<file path="config.mk">
export PLATFORM = sky130hd
export DESIGN_NAME = uart_tx
export DESIGN_NICKNAME = d
export VERILOG_FILES = /design/src/rtl/uart_tx.sv
export SDC_FILE = /design/constraint.sdc
export NUM_CORES = 1
export LEC_CHECK = 0
export BUFFER_PORTS_ARGS = -buffer_cell sky130_fd_sc_hd__buf_4
export CORE_MARGIN = 5
export CORE_UTILIZATION = 46
export CTS_BUF_LIST = sky130_fd_sc_hd__clkbuf_4
export DETAILED_ROUTE_END_ITERATION = 10
export PLACE_DENSITY = 0.65
export SKIP_CTS_REPAIR_TIMING = 1
export SYNTH_ARGS = -nofsm -noshare
export SYNTH_HDL_FRONTEND = slang
export SYNTH_SLANG_ARGS = --single-unit
</file>
<file path="constraint.sdc">
create_clock -name clock -period 8.07 [get_ports clock]
set_clock_uncertainty 0.15 [all_clocks]
set_input_delay 0 -clock clock [delete_from_list [all_inputs] [get_ports clock]]
set_output_delay 0 -clock clock [all_outputs]
set_load 0.03 [all_outputs]
</file>
<file path="src/rtl/uart_tx.sv">
// uart_tx: 8N1 UART transmitter with a small input FIFO.
//
// Bytes are accepted on a valid/ready handshake into a FIFO. Each byte
// goes out as one start bit (0), eight data bits (LSB first) and one stop
// bit (1). Every bit lasts CLKS_PER_BIT clocks, which matches the team's
// UART receiver. Frames that are queued back to back are sent with no idle
// gap between them.
//
// Parameters:
//   CLKS_PER_BIT  clock cycles per serial bit (>= 2)
//   FIFO_DEPTH    FIFO entries (power of two, >= 2)
//
// Ports:
//   clock     in   system clock, rising edge
//   reset     in   synchronous, active-low reset
//   tx_data   in   [7:0] byte to send, captured when tx_valid && tx_ready
//   tx_valid  in   upstream has a byte
//   tx_ready  out  FIFO not full (combinational from the FIFO count)
//   tx        out  serial line, idle high (registered)
//   busy      out  frame in progress or FIFO non-empty (registered)
module uart_tx #(
    parameter int CLKS_PER_BIT = 1252,
    parameter int FIFO_DEPTH   = 4
) (
    input  logic       clock,
    input  logic       reset,
    input  logic [7:0] tx_data,
    input  logic       tx_valid,
    output logic       tx_ready,
    output logic       tx,
    output logic       busy
);

    localparam int CNT_W = $clog2(CLKS_PER_BIT);
    localparam int PTR_W = $clog2(FIFO_DEPTH);
    localparam logic [CNT_W-1:0] BIT_LAST  = CNT_W'(CLKS_PER_BIT - 1);
    localparam logic [PTR_W:0]   FIFO_FULL = (PTR_W + 1)'(FIFO_DEPTH);

    typedef enum logic [1:0] {IDLE, START, DATA, STOP} state_t;

    state_t           state;
    logic [7:0]       fifo_mem [FIFO_DEPTH];
    logic [PTR_W-1:0] wr_ptr;
    logic [PTR_W-1:0] rd_ptr;
    logic [PTR_W:0]   count;
    logic [CNT_W-1:0] bit_cnt;
    logic [2:0]       bit_idx;
    logic [7:0]       shift;
    logic             bit_done;
    logic             push;
    logic             pop;

    assign tx_ready = (count != FIFO_FULL);
    assign push     = tx_valid && tx_ready;
    assign bit_done = (bit_cnt == BIT_LAST);
    // The FSM takes the head either from idle or at the end of a stop bit,
    // so queued frames follow each other without an idle gap.
    assign pop      = (count != '0) &&
                      ((state == IDLE) || ((state == STOP) && bit_done));

    // FIFO storage holds data only; it needs no reset.
    always_ff @(posedge clock) begin
        if (push) begin
            fifo_mem[wr_ptr] <= tx_data;
        end
    end

    // FIFO pointers and occupancy. Pointers wrap naturally since the depth
    // is a power of two.
    always_ff @(posedge clock) begin
        if (!reset) begin
            wr_ptr <= '0;
            rd_ptr <= '0;
            count  <= '0;
        end else begin
            if (push) begin
                wr_ptr <= wr_ptr + 1'b1;
            end
            if (pop) begin
                rd_ptr <= rd_ptr + 1'b1;
            end
            case ({push, pop})
                2'b10:   count <= count + 1'b1;
                2'b01:   count <= count - 1'b1;
                default: count <= count;
            endcase
        end
    end

    // Framing state machine with registered line output.
    always_ff @(posedge clock) begin
        if (!reset) begin
            state   <= IDLE;
            tx      <= 1'b1;
            busy    <= 1'b0;
            bit_cnt <= '0;
            bit_idx <= '0;
        end else begin
            bit_cnt <= bit_done ? '0 : bit_cnt + 1'b1;
            case (state)
                IDLE: begin
                    bit_cnt <= '0;
                    tx      <= 1'b1;
                    if (pop) begin
                        shift <= fifo_mem[rd_ptr];
                        tx    <= 1'b0;
                        busy  <= 1'b1;
                        state <= START;
                    end
                end
                START: begin
                    if (bit_done) begin
                        state   <= DATA;
                        bit_idx <= '0;
                        tx      <= shift[0];
                    end
                end
                DATA: begin
                    if (bit_done) begin
                        if (bit_idx == 3'd7) begin
                            state <= STOP;
                            tx    <= 1'b1;
                        end else begin
                            bit_idx <= bit_idx + 3'd1;
                            tx      <= shift[bit_idx + 3'd1];
                        end
                    end
                end
                STOP: begin
                    if (bit_done) begin
                        if (pop) begin
                            shift <= fifo_mem[rd_ptr];
                            tx    <= 1'b0;
                            state <= START;
                        end else begin
                            busy  <= 1'b0;
                            state <= IDLE;
                        end
                    end
                end
                default: begin
                    state <= IDLE;
                    tx    <= 1'b1;
                end
            endcase
        end
    end

endmodule

</file>
==> flow_metrics.tcl <==
set metrics [dict create \
    outcome "finished clean" \
    hold_depth 2 \
    rsz0062_at_grt "no" \
    worstMarginPinSlew_ns 0.560 \
    rows 28 \
    synth_edf_count 40 \
    setup_viol 0 \
    power.internal_mw 0.655 \
    finalCritPeriodShare_pct 35.0 \
    worst_hold_path_type "input pin to register" \
    core_sq_um 5960 \
    synthCells 205 \
    drive_gt1_share_pct 16.7 \
    clock-sinks 67 \
    crit_arrival_ns 3.00 \
    htree_levels 3 \
    start_kind "register" \
    clock-root-buffer "clkbuf_4" \
    required_ns 8.25 \
    synth.most_common_cell "edfxtp_1" \
    holdWs_ns 0.177 \
    hold_viol 0 \
    grt_antenna_before_repair 0 \
    synth_area_leaders "edfxtp_1 (42%), dfxtp_1 (19%), mux4_2 (7.9%)" \
    instances_no_fill 314 \
    grt_max_degree 19 \
    die-area_sq_um 7830 \
    ys.flop_type "edfxtp_1" \
    grt_pass1_vias 1617 \
    crit_fanout 4 \
    synth_seq_cells 67 \
    cts.reportedPaths.clkPinSlew_ns 0.12 \
    swShare_pct 32.2 \
    gp_congestion 0.750 \
    dp_cells 288 \
    die_x_um 88.5 \
    fin_tns_setup_ns 0 \
    yosysWarningCount 0 \
    routed_wl_um 4360 \
    synth_cell_types 39 \
    start_util_pct 47.6 \
    detail_route.wl_per_cell_um 13.9 \
    cap_violations 0 \
    num-nets-final 258 \
    die_y_um 88.5 \
    power_frac_comb_pct 28.3 \
    p_switching_mw 0.311 \
    sequentialPowerShare_pct 48.4 \
    grt_usage_pct 12.8 \
    areaGrowthSynthToFinish_pct 14.5 \
    criticalPathCategory "register to register" \
    numCtsBuffers 9 \
    clock_latency_ns 0.40 \
    p_leak_nw 1.17 \
    syn-mean-instance-area_sq_um 13.8 \
    r2r-end "count[2]$_SDFFE_PN0P_" \
    p_clk_share_pct 23.3 \
    peakVddDrop_mv 0.167 \
    drc 0 \
    yosys-top-cells-count "edfxtp_1 (40), dfxtp_1 (27), nor2_1 (14)" \
    clk_path_buf_depth 2 \
    fillerInstances 497 \
    min_period_ns 2.83 \
    yosysSeqAreaShare_pct 61.4 \
    r2r_cells 10 \
    r2r-start "bit_cnt[0]$_SDFF_PP0_" \
    critPathCaptureType "register" \
    synthDominantCellAreaShare_pct 42.4 \
    r2r_setup_slack_ns 5.24 \
    slew_violations 0 \
    multiInputGateArea_sq_um 1030 \
    firstDrtPassIters 4 \
    ys_async_sr_fraction_pct 0 \
    syn_nets 229 \
    vias_per_cell 5.13 \
    slew_headroom_pct 62.4 \
    port_buffers 13 \
    place_hpwl_um 2950 \
    detail-route-antenna-nets 0 \
    io_pins 14 \
    min_to "fifo_mem[1][6]$_DFFE_PP_" \
    n_antenna_cell 0 \
    via_count 1611 \
    hp-start "tx_data[6]" \
    power_density_nw_per_um2 297 \
    ff_latch_area_sq_um 1740 \
    grt_overflow 0 \
    fmax_ghz 0.354 \
    cts_tree "done" \
    syn-cell-area_sq_um 2840 \
    drtIter0Drc 40 \
    grt_first_pass_wirelength_um 7460 \
    yosys.area.top_type "edfxtp_1" \
]
power by group through the flow:
| stage | combinational (mW) | sequential, mW | clock, mW |
|---|---|---|---|
| 2_1_floorplan | 0.215 | 0.467 | 0 |
| 3_3_place_gp | 0.270 | 0.474 | 0 |
| 3_5_place_dp | 0.274 | 0.476 | 0 |
| 4_1_cts | 0.274 | 0.469 | 0.232 |
| 5_1_grt | 0.312 | 0.475 | 0.250 |
| 6_report | 0.273 | 0.467 | 0.225 |
flip-flops by register name (all words and copies together) (netlist names), named ones only:
name / flops
fifo_mem: 32
bit_idx: 3
busy: 1
shift: 8
bit_cnt: 11
wr_ptr: 2
tx: 1
rd_ptr: 2
count: 3
state: 2
cell usage in the layout, fill, tap and decap left out, drive strengths merged, types with 2 or more instances in the layout:
cell         count
nor2            14
and3             7
inv             15
and2             7
buf             13
a21boi           6
nand3            9
dfxtp           27
nand2b           2
mux2i            3
xor2             6
o21ai            5
a21oi            2
ha              12
dlygate4sd3     10
nand4            2
mux4            10
clkinv           2
edfxtp          40
clkbuf           9
or3              3
nand2           12
xnor2            7
per-stage QoR:
| stage | worst slack (ns) | instance area, sq um | power [mW] | util [%] |
|---|---|---|---|---|
| after floorplan | 5.48 | 2840 | 0.681 | - |
| final | 5.24 | 3250 | 0.966 | 54.5 |
| after global placement | 5.34 | 3010 | 0.744 | 50.5 |
| after global routing | 4.98 | 3250 | 1.04 | 54.5 |
| after CTS | 5.22 | 3150 | 0.975 | 52.8 |
| after detailed placement | 5.25 | 3010 | 0.750 | 50.5 |
logic make-up after synthesis:
family                     synth area share [%]
adders and majority gates                  6.00
and+or+nand+nor                            12.1
AOI/OAI and AO/OA                          5.30
buffers and inverters                      2.16
DFF                                        61.4
xor gates and xnor gates                   4.02
muxes                                      9.00
final cells by class:
class	count	share of cell area (%)
flip-flops and latches	67	53.6
repair buffers	23	6.09
clock buffers	9	2.08
multi-input cells	122	31.8
clock inverters	7	2.24
inverters	11	1.27
well taps	75	2.89
layer usage:
metal,vias up,GRT usage [%],part of all wire [%]
li1,814,-,-
met1,760,16.9,50
met2,25,19.0,44
met3,12,3.45,3.4
met4,0,7.42,2.8
met5,-,0,0
how the worst max path moves through the flow:
stage | start | endpoint | slack [ns] | cells after the start
after detailed placement | bit_cnt[0]$_SDFF_PP0_ | count[2]$_SDFFE_PN0P_ | 5.25 | 10
after CTS | bit_cnt[0]$_SDFF_PP0_ | count[2]$_SDFFE_PN0P_ | 5.22 | 10
final | bit_cnt[0]$_SDFF_PP0_ | count[2]$_SDFFE_PN0P_ | 5.24 | 10
after global placement | bit_cnt[0]$_SDFF_PP0_ | count[2]$_SDFFE_PN0P_ | 5.34 | 10
after global routing | bit_cnt[0]$_SDFF_PP0_ | count[2]$_SDFFE_PN0P_ | 4.98 | 10
after floorplan | bit_cnt[0]$_SDFF_PP0_ | count[2]$_SDFFE_PN0P_ | 5.48 | 10
critical path, cell delays in order, from the launching register on:
cell and delay, ns:
dfxtp_1 0.39, ha_1 0.20, and4bb_2 0.26, nand4_1 0.14
a21oi_1 0.32, ha_1 0.24, inv_1 0.06, fa_1 0.37
xor2_1 0.15, or3_1 0.30, a21boi_0 0.17
Note: power is estimated with default switching activity, not from simulation.
